==> config.mk <==
export PLATFORM = sky130hd
export DESIGN_NAME = sync_peak_det
export DESIGN_NICKNAME = d
export VERILOG_FILES = /design/src/rtl/sync_peak_det_pkg.sv /design/src/rtl/sync_metric_cmp.sv /design/src/rtl/sync_peak_det.sv
export SDC_FILE = /design/constraint.sdc
export NUM_CORES = 1
export LEC_CHECK = 0
export ABC_CLOCK_PERIOD_IN_PS = 4400
export CORE_ASPECT_RATIO = 1.25
export CORE_MARGIN = 8
export CORE_UTILIZATION = 40
export CTS_CLUSTER_SIZE = 16
export DETAILED_ROUTE_END_ITERATION = 10
export RECOVER_POWER = 25
export REMOVE_ABC_BUFFERS = 1
export SYNTH_ARGS = -nofsm -noshare
export SYNTH_HDL_FRONTEND = slang
export SYNTH_SLANG_ARGS = --single-unit
export TNS_END_PERCENT = 30
==> constraint.sdc <==
create_clock -name clk -period 4.4 [get_ports clk]
set_input_delay 0.66 -clock clk [delete_from_list [all_inputs] [get_ports clk]]
set_output_delay 0.66 -clock clk [all_outputs]
set_load 0.05 [all_outputs]
==> src/rtl/sync_peak_det_pkg.sv <==
// Shared constants and FSM encoding for the preamble sync decision stage.
package sync_peak_det_pkg;

  localparam int unsigned SYNC_P_W       = 23;
  localparam int unsigned SYNC_R_W       = 23;
  localparam int unsigned SYNC_THR       = 6;
  localparam int unsigned SYNC_MIN_RUN   = 16;
  localparam int unsigned SYNC_MAX_RUN   = 64;
  localparam int unsigned SYNC_HOLDOFF   = 320;
  localparam int unsigned SYNC_CNT_W     = 9;

  typedef enum logic [1:0] {
    SEARCH = 2'd0,
    QUAL   = 2'd1,
    PLAT   = 2'd2,
    HOLD   = 2'd3
  } sync_state_e;

  function automatic int unsigned sync_max_w(input int unsigned a, input int unsigned b);
    return (a > b) ? a : b;
  endfunction

endpackage

==> src/rtl/sync_metric_cmp.sv <==
// Stage 1: clamp negative energy to zero, compare 8*P against THR*R, register hit and P.
module sync_metric_cmp
  import sync_peak_det_pkg::*;
#(
  parameter int unsigned P_W = SYNC_P_W,
  parameter int unsigned R_W = SYNC_R_W,
  parameter int unsigned THR = SYNC_THR
) (
  input  logic                  clk,
  input  logic                  rst,
  input  logic                  i_ena,
  input  logic [P_W-1:0]        i_p_mag,
  input  logic signed [R_W-1:0] i_r_sum,
  output logic                  o_hit_q,
  output logic [P_W-1:0]        o_p_q
);

  // Four guard bits cover the x8 on P and THR (< 16) on R.
  localparam int unsigned CMP_W = sync_max_w(P_W, R_W) + 4;

  logic [R_W-1:0]   w_r_pos;
  logic [CMP_W-1:0] w_lhs;
  logic [CMP_W-1:0] w_rhs;
  logic             w_hit;

  // Clamp, scale and compare; zero energy never produces a hit.
  always_comb begin
    w_r_pos = i_r_sum[R_W-1] ? '0 : $unsigned(i_r_sum);
    w_lhs   = CMP_W'({i_p_mag, 3'b000});
    w_rhs   = CMP_W'(w_r_pos) * CMP_W'(THR);
    w_hit   = (w_lhs > w_rhs) && (w_r_pos != '0);
  end

  // Pipeline register, advancing only on enabled samples.
  always_ff @(posedge clk or posedge rst) begin
    if (rst) begin
      o_hit_q <= 1'b0;
      o_p_q   <= '0;
    end else if (i_ena) begin
      o_hit_q <= w_hit;
      o_p_q   <= i_p_mag;
    end
  end

endmodule

==> src/rtl/sync_peak_det.sv <==
// Plateau qualifier and peak locator: emits one detection pulse per plateau, then blanks.
module sync_peak_det
  import sync_peak_det_pkg::*;
#(
  parameter int unsigned P_W     = SYNC_P_W,
  parameter int unsigned R_W     = SYNC_R_W,
  parameter int unsigned THR     = SYNC_THR,
  parameter int unsigned MIN_RUN = SYNC_MIN_RUN,
  parameter int unsigned MAX_RUN = SYNC_MAX_RUN,
  parameter int unsigned HOLDOFF = SYNC_HOLDOFF,
  parameter int unsigned CNT_W   = SYNC_CNT_W
) (
  input  logic                  clk,
  input  logic                  rst,
  input  logic                  ena,
  input  logic [P_W-1:0]        p_mag,
  input  logic signed [R_W-1:0] r_sum,
  output logic                  det_pulse,
  output logic [P_W-1:0]        det_peak,
  output logic [CNT_W-1:0]      det_offset,
  output logic                  busy
);

  localparam logic [CNT_W-1:0] ONE = CNT_W'(1);

  sync_state_e      r_state;
  sync_state_e      w_state_nxt;
  logic             w_hit_q;
  logic [P_W-1:0]   w_p_q;
  logic [CNT_W-1:0] r_run;
  logic [CNT_W-1:0] r_age;
  logic [CNT_W-1:0] r_hold;
  logic [P_W-1:0]   r_max;
  logic             r_det_pulse;
  logic [P_W-1:0]   r_det_peak;
  logic [CNT_W-1:0] r_det_offset;

  logic             w_new_max;
  logic [P_W-1:0]   w_max_nxt;
  logic [CNT_W-1:0] w_age_inc;
  logic [CNT_W-1:0] w_age_nxt;
  logic [CNT_W-1:0] w_run_inc;
  logic             w_term;

  sync_metric_cmp #(
    .P_W (P_W),
    .R_W (R_W),
    .THR (THR)
  ) u_cmp (
    .clk     (clk),
    .rst     (rst),
    .i_ena   (ena),
    .i_p_mag (p_mag),
    .i_r_sum (r_sum),
    .o_hit_q (w_hit_q),
    .o_p_q   (w_p_q)
  );

  // Max/age tracking and plateau termination terms.
  always_comb begin
    w_new_max = w_p_q > r_max;
    w_max_nxt = w_new_max ? w_p_q : r_max;
    w_age_inc = r_age + ONE;
    w_age_nxt = w_new_max ? '0 : w_age_inc;
    w_run_inc = r_run + ONE;
    w_term    = (r_state == PLAT) && (!w_hit_q || (w_run_inc == CNT_W'(MAX_RUN)));
  end

  // State register.
  always_ff @(posedge clk or posedge rst) begin
    if (rst) r_state <= SEARCH;
    else     r_state <= w_state_nxt;
  end

  // Next-state decode, only on enabled samples.
  always_comb begin
    w_state_nxt = r_state;
    if (ena) begin
      case (r_state)
        SEARCH: if (w_hit_q) w_state_nxt = QUAL;
        QUAL: begin
          if (!w_hit_q)                           w_state_nxt = SEARCH;
          else if (w_run_inc == CNT_W'(MIN_RUN)) w_state_nxt = PLAT;
        end
        PLAT:    if (w_term) w_state_nxt = HOLD;
        HOLD:    if (r_hold <= ONE) w_state_nxt = SEARCH;
        default: w_state_nxt = SEARCH;
      endcase
    end
  end

  // Counters, running max and detection result registers.
  always_ff @(posedge clk or posedge rst) begin
    if (rst) begin
      r_run        <= '0;
      r_age        <= '0;
      r_hold       <= '0;
      r_max        <= '0;
      r_det_pulse  <= 1'b0;
      r_det_peak   <= '0;
      r_det_offset <= '0;
    end else begin
      r_det_pulse <= 1'b0;
      if (ena) begin
        case (r_state)
          SEARCH: begin
            if (w_hit_q) begin
              r_run <= ONE;
              r_max <= w_p_q;
              r_age <= '0;
            end
          end
          QUAL: begin
            if (w_hit_q) begin
              r_run <= w_run_inc;
              r_max <= w_max_nxt;
              r_age <= w_age_nxt;
            end else begin
              r_run <= '0;
              r_max <= '0;
              r_age <= '0;
            end
          end
          PLAT: begin
            if (w_term) begin
              // A terminating hit still takes part in max tracking; a miss only ages the peak.
              r_det_pulse  <= 1'b1;
              r_det_peak   <= w_hit_q ? w_max_nxt : r_max;
              r_det_offset <= w_hit_q ? w_age_nxt : w_age_inc;
              r_hold       <= CNT_W'(HOLDOFF);
              r_run        <= '0;
              r_max        <= '0;
              r_age        <= '0;
            end else begin
              r_run <= w_run_inc;
              r_max <= w_max_nxt;
              r_age <= w_age_nxt;
            end
          end
          HOLD:    r_hold <= r_hold - ONE;
          default: r_hold <= '0;
        endcase
      end
    end
  end

  // Outputs.
  always_comb begin
    busy       = (r_state != SEARCH);
    det_pulse  = r_det_pulse;
    det_peak   = r_det_peak;
    det_offset = r_det_offset;
  end

endmodule

* Word level (Yosys, flattened, before mapping)
Cells that the tools add are included.
** Storage, ports and cells
- Bits in registers :: 109
- Output and inout bits :: 34
** Cells by class
- Add/subtract/negate cells :: 3
- Multipliers :: 1
- $lt $le $gt $ge :: 3
- Eq/ne operators :: 9
- Multiplexer cells :: 28
- Reduce and logical (&&, ||, !) cells :: 13
** Operator list (number)
- 2-to-1 mux 23 bit :: 5
- 2-to-1 mux 9 bit :: 9
- case mux 23 bit (3 select lines) :: 1
- case mux 9 bit (3 select lines) :: 2
- greater-than comparator 26 bit :: 1
- multiplier 23 x 2 -> 25 bit, second input constant :: 1
- greater-than comparator 23 bit :: 1
- nonzero test 23 bit :: 1
- 2-to-1 mux 22 bit :: 1
- adder 9 x 1 -> 9 bit, second input constant :: 2
- case mux 9 bit (2 select lines) :: 1
- 2-to-1 mux 2 bit :: 5
- equality test 9 x 5 -> 1 bit, second input constant :: 1
- equality test 9 x 7 -> 1 bit, second input constant :: 1
- less-or-equal comparator 9 x 1 -> 1 bit, second input constant :: 1
- AND reduction 3 bit :: 3
- subtractor 9 x 1 -> 9 bit, second input constant :: 1
- case mux 2 bit (4 select lines) :: 1
- AND reduction 5 bit :: 1
- equality test 2 bit, second input constant :: 2
- != test 2 bit, second input constant :: 2
- nonzero test 2 bit :: 2
- 2-to-1 mux 1 bit :: 3
- != test 3 bit, second input constant :: 1
- other kinds (7) :: 8

* Logic depth before layout (Yosys ltp)
Gate-level depths: netlist (run 1).
- Word-level depth :: 7
- Mapped depth :: 22
- Mapped depth without buffers :: 19

* Modules after synthesis
Synthesis (run 1) repeated with hierarchy kept, for this count alone.
** Second synthesis, totals
- Cells, all modules :: 823
- Area total of the unflattened synthesis :: 7582.3 um^2
** Modules (own cells, without submodules)
- sync_peak_det :: instances 1, cells each 482, area each 4658.2 um^2, seq. area each 2127.0 um^2
- sync_metric_cmp :: instances 1, cells each 341, area each 2924.1 um^2, seq. area each 600.6 um^2

* Worst setup path after synthesis (run 1)
No wires, ideal clock.
- Kind :: input-to-reg
- Start :: input port r_sum[22]
- End :: register u_cmp.o_hit_q
- Library setup time :: 135 ps
- Arrival time :: 4592 ps
- Data required time :: 4265 ps
- Path slack :: -327 ps
- Stages on the path :: 20
- Path through :: clkbuf_1 > inv_1 > clkbuf_1 > nand2_1 > ha_1 > clkbuf_1 > a22oi_1 > nor4_1 > o21a_1 > o41ai_1 > o21ai_0 > a21o_1 > mux2i_1 > a2111oi_0 > ha_1 > a21o_1 > a211oi_1 > o21ai_0 > a2111oi_0 > o31ai_1
** On the way
- Longest elaborated chain between the ends :: 4
- Elaborated cells between the ends (all ways) :: 5
** RTL lines
- start: declaration :: RTL line sync_peak_det.sv:17 : input logic signed [R_W-1:0] r_sum,
- 2-to-1 mux 22 bit * :: RTL line sync_metric_cmp.sv:28 : w_r_pos = i_r_sum[R_W-1] ? '0 : $unsigned(i_r_sum);
- multiplier 23 x 2 -> 25 bit :: RTL line sync_metric_cmp.sv:30 : w_rhs = CMP_W'(w_r_pos) * CMP_W'(THR);
- greater-than comparator 26 bit :: RTL line sync_metric_cmp.sv:31 : w_hit = (w_lhs > w_rhs) && (w_r_pos != '0);
- logical AND 1 bit * :: RTL line sync_metric_cmp.sv:31
- end signal: assignment :: RTL line sync_metric_cmp.sv:40 : o_hit_q <= w_hit;
- end: declaration :: RTL line sync_metric_cmp.sv:14 : output logic o_hit_q,
Mark *: on every way between the ends. The rest lies on a longest branch, timed or not.
A chain may end at the register's enable or synchronous reset.

* Final worst setup path (run 1)
- Start :: input port r_sum[3]
- End :: register u_cmp.o_hit_q
The elaborated chain is that of the path after synthesis.

==> out/qor.csv, run 1 <==
stage,metric,value,unit
floorplan,area of the core,18200,µm²
timing,clock period minus worst slack,4180,ps
routing,Pre-antenna DRT Iters,4,
synthesis,mux share of post-synthesis cell area,0.0700,
critical_path,CP endpoint kind,register,
synthesis,library cells used by synthesis,62,
global_routing,initial antenna violation count,0,
synthesis,top_reg_cell synth,dfrtp_1,
timing,RSZ-0062 raised after global routing,no,
clock_tree,TritonCTS clock tree,done,
power,P_leak,0.00441,µW
floorplan,die span in y,168,µm
floorplan,die area,23200,µm²
critical_path,Crit Path Category,input port to register,
synthesis,ys async rst share,1.00,
power,Worst VDD drop,0.171,mV
layout,post-layout util,0.510,
timing,fin crit share,0.951,
clock_tree,clk_lat worst skew,350,ps
timing,Hold Slack,467,ps
synthesis,compound-gate portion of the synthesized area,0.174,
synthesis,post-synthesis sequential area ratio,0.368,
floorplan,Initial Util,0.408,
timing,Slew @ Worst Pin,2390,ps
routing,vias per cell,5.24,
clock_tree,CTS buffer count,9,
synthesis,Synth Area in Simple Gates,0.162,
critical_path,required time worst endpoint,4630,ps
placed_design,RD Place Congestion,0.836,
min_path,worst min-delay path class,register to register,
power,pwr dens,457,nW/µm²
clock_tree,Root Driver,clkbuf_16,
layout,most frequent cells in the layout,"dfrtp_1, nand2_1, ha_1, clkdlybuf4s50_1, buf_4",
synthesis,"top cells by area, synth","dfrtp_1, ha_1, nand2_1, o21ai_0, mux2i_1",
timing,fmax,239,MHz
outcome,failing checks,"max-capacitance violations, max-slew violations",
synthesis,Yosys top cell area share,0.368,
routing,wire length per cell,14.6,µm
routing,DR vias,6160,
floorplan,Die Span X,138,µm
critical_path,critical path peak fanout,7,
power,total power,4230,µW
synthesis,Synth Area in Adders,0.137,
global_routing,first-pass GRT wire length,29.0,mm
synthesis,#FFs+latches synth,109,
synthesis,largest family of logic cells by synthesized area,compound AO/OA/AOI/OAI gates,
synthesis,leading area contributor after synthesis,dfrtp_1,
critical_path,Worst setup SP type,input port,
global_routing,gr ovfl total,0,
clock_tree,clk buf depth,2,
synthesis,Post-Syn Area,7420,µm²
synthesis,Synth warnings,0,
flow_run,max-cap violations,1,
synthesis,Syn Area/Cell,9.15,µm²
synthesis,Mapped Cells,811,
timing,Final Hold Viols,0,
global_routing,largest net degree at the start of global routing,58,
routing,Residual DRC,0,
floorplan,cell row count,55,
placed_design,post-DP HPWL,13.4,mm
layout,"leading cell type in the layout, fill and taps excluded",dfrtp_1,
timing,Slew HR,-0.603,
critical_path,Worst Path Arrival,4410,ps
floorplan,io pins,83,
layout,Synth-to-Final Area Change,24.8,%
global_routing,number of global-route vias before repair,6062,
routing,initial drt markers,302,
layout,ratio of cells with drive above 1 in the final layout,0.138,
layout,"Net count, final",1073,
layout,# diodes,0,
routing,DRT antenna net count,0,
timing,final setup violation count,0,
synthesis,post-synthesis xor/xnor area fraction,0.0413,
clock_tree,# clock sinks,109,
placed_design,port buffer count,82,
timing,Worst Clk Skew,4.71,ps
clock_tree,CTS Hold Bufs,0,
timing,Final Slew Violations,54,
synthesis,Post-synth EDFFs,0,
clock_tree,# H-tree levels,3,
routing,drt total wl,17.2,mm
global_routing,Overall Global Routing Usage,0.153,
outcome,status,finished with violations,
clock_tree,Clock transition at path regs,70,ps
-- metal layers --
metal	up-vias	track usage	share of wire
met1	2924	0.192	0.45
met4	0	0.0426	0.013
met5	-	0	0
met2	70	0.268	0.51
li1	3152	-	-
met3	14	0.0158	0.022
-- synthesized netlist by cell type, types with 2 or more instances --
cell	count
nor3_1	10
mux2_2	23
inv_1	59
o22ai_1	2
nand3b_1	4
a21o_1	16
o31ai_1	5
nor4_1	9
buf_1	4
o31a_1	2
xnor2_1	10
nand4_1	15
and3_1	6
a22o_1	24
nor2_1	47
a22oi_1	2
o41ai_1	4
dfrtp_1	109
nand2_1	102
ha_1	81
nor2b_1	8
or3_1	5
a211oi_1	2
nand3_1	23
a2111oi_0	3
xor2_1	25
clkbuf_1	21
or2_2	3
buf_2	2
a31o_2	2
a21oi_1	35
mux2i_1	26
a31oi_1	11
nand2b_1	9
buf_4	3
o21bai_1	6
o21ai_0	60
o211ai_1	3
o21a_1	6
o2111ai_1	2
-- layout make-up --
cell class / count / area, µm²
Fill cell: 1739 / 8910
Tap cell: 228 / 285
Inverter: 59 / 223
Sequential cell: 109 / 2730
Timing Repair Buffer: 152 / 1340
Clock buffer: 11 / 233
Multi-Input combinational cell: 612 / 4390
Clock inverter: 5 / 58.8
-- path summary, 6_finish.rpt --
kind	startpoint	to	slack, ps	cells after the start
max reg2reg	u_cmp.o_p_q[22]$_DFFE_PP0P_	r_max[1]$_DFFE_PP0P_	1070	8
min	det_offset[1]$_DFFE_PP0P_	det_offset[1]$_DFFE_PP0P_	470	2
max	r_sum[3]	u_cmp.o_hit_q$_DFFE_PP0P_	220	19
min in group asynchronous	rst	det_offset[8]$_DFFE_PP0P_	1400	2
min reg2reg	det_offset[1]$_DFFE_PP0P_	det_offset[1]$_DFFE_PP0P_	470	2
max in group asynchronous	rst	r_max[8]$_DFFE_PP0P_	790	3
-- flip-flops by register name, indices dropped and copies added (netlist names), named ones only --
register,cells
u_cmp.o_p_q,23
det_peak,23
r_max,23
r_hold,9
u_cmp.o_hit_q,1
r_run,9
r_state,1
r_age,9
det_pulse,1
det_offset,9
-- worst max-delay path, stage by stage --
cell and delay, ps:
clkdlybuf4s50_1 500, nand2_1 70, ha_1 320, buf_4 170, a31oi_1 160, nor2_1 80
o2111ai_2 220, a21oi_1 120, o21bai_1 230, o21ai_2 130, buf_4 150, a311o_1 340
xnor2_1 140, ha_1 180, a21o_1 190, a211oi_2 230, o21ai_2 100, a2111oi_2 330
o31ai_1 110
-- kinds of logic (layout without fill, tap and decap cells) --
group | after synthesis | count (layout)
compound gates | 195 | 195
xor+xnor | 35 | 35
fa+ha+maj | 81 | 81
buf+inv | 90 | 227
flops | 109 | 109
mux | 49 | 49
simple gates | 252 | 252
-- where the power goes --
part	internal, µW	leakage [µW]	switching [µW]	total, µW
clock	444	0.000136	370	814
combinational	790	0.00286	1170	1960
sequential	1250	0.00141	212	1470
total	2490	0.00441	1750	4230
-- through the flow --
step	TNS, ps	worst slack [ps]	instances	instance area, µm²
after floorplan	-60.1	-60.1	780	7280
after global placement	-733	-733	1159	8930
after detailed placement	-845	-845	1159	8930
after CTS	0	97.9	1176	9250
after global routing	0	5.46	1176	9260
final	0	215	1176	9260
-- timing repair --
action / in CTS / in global routing
pin swaps: 5 / 4
gates resized for setup: 12 / 5
endpoints found under the setup margin: 1 / 1
buffers inserted: 1 / 0
(Power assumes the default switching activity.)
==> run 2: changes to the inputs <==
Settings changed: CAP_MARGIN set to 20.
==> run 2 against run 1 <==
  * The flow still finishes with violations (max-capacitance violations, max-slew violations)
  * Hold slack about the same
  * Sequential power about the same
  * Clock skew increased by 1.3 ps
  * Clock power about the same
  * Maximum frequency about the same
  * Worst setup slack about the same
  * Via count decreased by 0.37%
  * Global-route usage unchanged
  * Clock-buffer cell count unchanged
  * Die area unchanged
  * Flip-flop and latch count unchanged
  * Largest power group unchanged
==> out/qor.csv, run 2 (same netlist as run 1, synthesis figures left out) <==
stage,metric,value,unit,change
outcome,status,finished with violations,,
outcome,failing checks,"max-capacitance violations, max-slew violations",,
floorplan,Die Span X,138,µm,unchanged
layout,most frequent cells in the layout,"dfrtp_1, nand2_1, ha_1, clkdlybuf4s50_1, buf_4",,
layout,"Net count, final",1074,,+0.093%
floorplan,Initial Util,0.408,,unchanged
routing,Residual DRC,0,,unchanged
global_routing,number of global-route vias before repair,6062,,unchanged
critical_path,Buf/Inv on CP,3,,unchanged
clock_tree,# clock sinks,109,,unchanged
critical_path,Crit Path Category,input port to register,,
clock_tree,clk buf depth,2,,unchanged
critical_path,critical path peak fanout,7,,unchanged
timing,RSZ-0062 raised after global routing,no,,
timing,fmax,239,MHz,about the same
clock_tree,TritonCTS clock tree,done,,
timing,Slew HR,-0.602,,+0.00154
critical_path,Worst setup SP type,input port,,
floorplan,io pins,83,,unchanged
flow_run,max-cap violations,1,,unchanged
global_routing,gr ovfl total,0,,unchanged
timing,Final Hold Viols,0,,unchanged
global_routing,initial antenna violation count,0,,unchanged
min_path,worst min-delay path class,register to register,,
floorplan,die area,23200,µm²,unchanged
global_routing,Overall Global Routing Usage,0.153,,unchanged
power,pwr dens,457,nW/µm²,about the same
floorplan,cell row count,55,,unchanged
floorplan,die span in y,168,µm,unchanged
clock_tree,Clock transition at path regs,70,ps,about the same
timing,Final Slew Violations,54,,unchanged
layout,"leading cell type in the layout, fill and taps excluded",dfrtp_1,,
power,P_leak,0.00441,µW,about the same
timing,final setup violation count,0,,unchanged
timing,setup TNS,0,ps,unchanged
routing,Pre-antenna DRT Iters,4,,unchanged
placed_design,Inst Count DP,1159,,unchanged
critical_path,Critical Path Max Stage Delay,500,ps,about the same
critical_path,Slowest cell on crit path,clkdlybuf4s50_1,,
placed_design,port buffer count,82,,unchanged
critical_path,crit path cell chain,"clkdlybuf4s50_1, nand2_1, ha_1, buf_4, a31oi_1, nor2_1, o2111ai_2, a21oi_1, o21bai_1, o21ai_2, buf_4, a311o_1, xnor2_1, ha_1, a21o_1, a211oi_2, o21ai_2, a2111oi_2, o31ai_1",,
layout,Finished Layout Cells,1177,,+0.085%
routing,wire length per cell,14.5,µm,-0.28%
timing,clock period minus worst slack,4190,ps,+0.452 ps
layout,Synth-to-Final Area Change,24.9,%,about the same
critical_path,Top delay family on crit path,compound AO/OA/AOI/OAI gates,,
clock_tree,CTS buffer count,9,,unchanged
clock_tree,clk_lat worst skew,350,ps,about the same
global_routing,largest net degree at the start of global routing,58,,unchanged
critical_path,required time worst endpoint,4630,ps,about the same
timing,Slew @ Worst Pin,2390,ps,-2.30 ps
routing,DR vias,6137,,-0.37%
floorplan,area of the core,18200,µm²,unchanged
power,Worst VDD drop,0.171,mV,about the same
global_routing,first-pass GRT wire length,29.0,mm,unchanged
placed_design,post-DP HPWL,13.4,mm,unchanged
placed_design,RD Place Congestion,0.836,,unchanged
layout,ratio of cells with drive above 1 in the final layout,0.139,,+0.000908
clock_tree,# H-tree levels,3,,unchanged
clock_tree,CTS Hold Bufs,0,,unchanged
routing,initial drt markers,283,,-6.3%
routing,DRT antenna net count,0,,unchanged
timing,Worst Clk Skew,6.03,ps,+1.32 ps
routing,drt total wl,17.1,mm,-0.19%
routing,vias per cell,5.21,,-0.46%
layout,# diodes,0,,unchanged
critical_path,CP endpoint kind,register,,
timing,fin crit share,0.951,,about the same
clock_tree,Root Driver,clkbuf_16,,
critical_path,Worst Path Arrival,4410,ps,about the same
## run 2: cell types whose count changed in the layout (fill, tap and decap cells not counted), sizes merged
cell / change
buf: +1
## run 2: per-layer routing
layer / vias to the layer above / routed length (µm) / track usage
li1: 3153 / - / -
met1: 2914 / 7850 / 0.192
met2: 57 / 8760 / 0.268
met3: 13 / 289 / 0.0158
met4: 0 / 222 / 0.0426
met5: - / 0 / 0
## run 2: repair_timing
| item | CTS | global route |
|---|---|---|
| resized for setup | 12 | 5 |
| pin swaps | 5 | 4 |
| endpoints found under the setup margin | 1 | 1 |
| setup buffers | 1 | 0 |
| hold endpoints to repair | 0 | 0 |
## run 2: through the flow
step           setup slack [ps]  total power [µW]  instance area (µm²)  hold WS (ps)   util
2_1_floorplan             -60.1              2780                 7280           469      -
3_3_place_gp               -733              3420                 8930           452  0.491
3_5_place_dp               -845              3450                 8930           457  0.491
4_1_cts                    97.9              4290                 9250           473  0.509
5_1_grt                    5.46              4530                 9270           499  0.510
6_report                    215              4240                 9270           467  0.510
## run 2: final cells by class
class	instances	area, µm²
clock buffer	11	233
clock inverter	5	58.8
fill	1740	8900
inverter	59	223
multi-input combinational	612	4390
sequential	109	2730
tap	228	285
timing repair buffer	153	1350
## run 2: final timing paths
kind                                             start                   endpoint  slack, ps  depth (start not counted)
setup reg to reg           u_cmp.o_p_q[22]$_DFFE_PP0P_       r_max[1]$_DFFE_PP0P_       1070                          8
hold / removal               det_offset[1]$_DFFE_PP0P_  det_offset[1]$_DFFE_PP0P_        470                          2
setup / recovery                              r_sum[3]  u_cmp.o_hit_q$_DFFE_PP0P_        210                         19
hold reg to reg              det_offset[1]$_DFFE_PP0P_  det_offset[1]$_DFFE_PP0P_        470                          2
max in group asynchronous                          rst       r_max[8]$_DFFE_PP0P_        800                          3
min in group asynchronous                          rst  det_offset[8]$_DFFE_PP0P_       1400                          2
## run 2: tightest hold or removal path, cell delays in order, from the launching register on
cell and delay [ps]:
dfrtp_1 340, nand2_1 50, nand2_1 50
## run 2: power breakdown
group / total [µW] / internal [µW] / switching [µW]
combinational: 1960 / 792 / 1170
clock: 811 / 443 / 368
sequential: 1470 / 1250 / 212
total: 4240 / 2490 / 1750
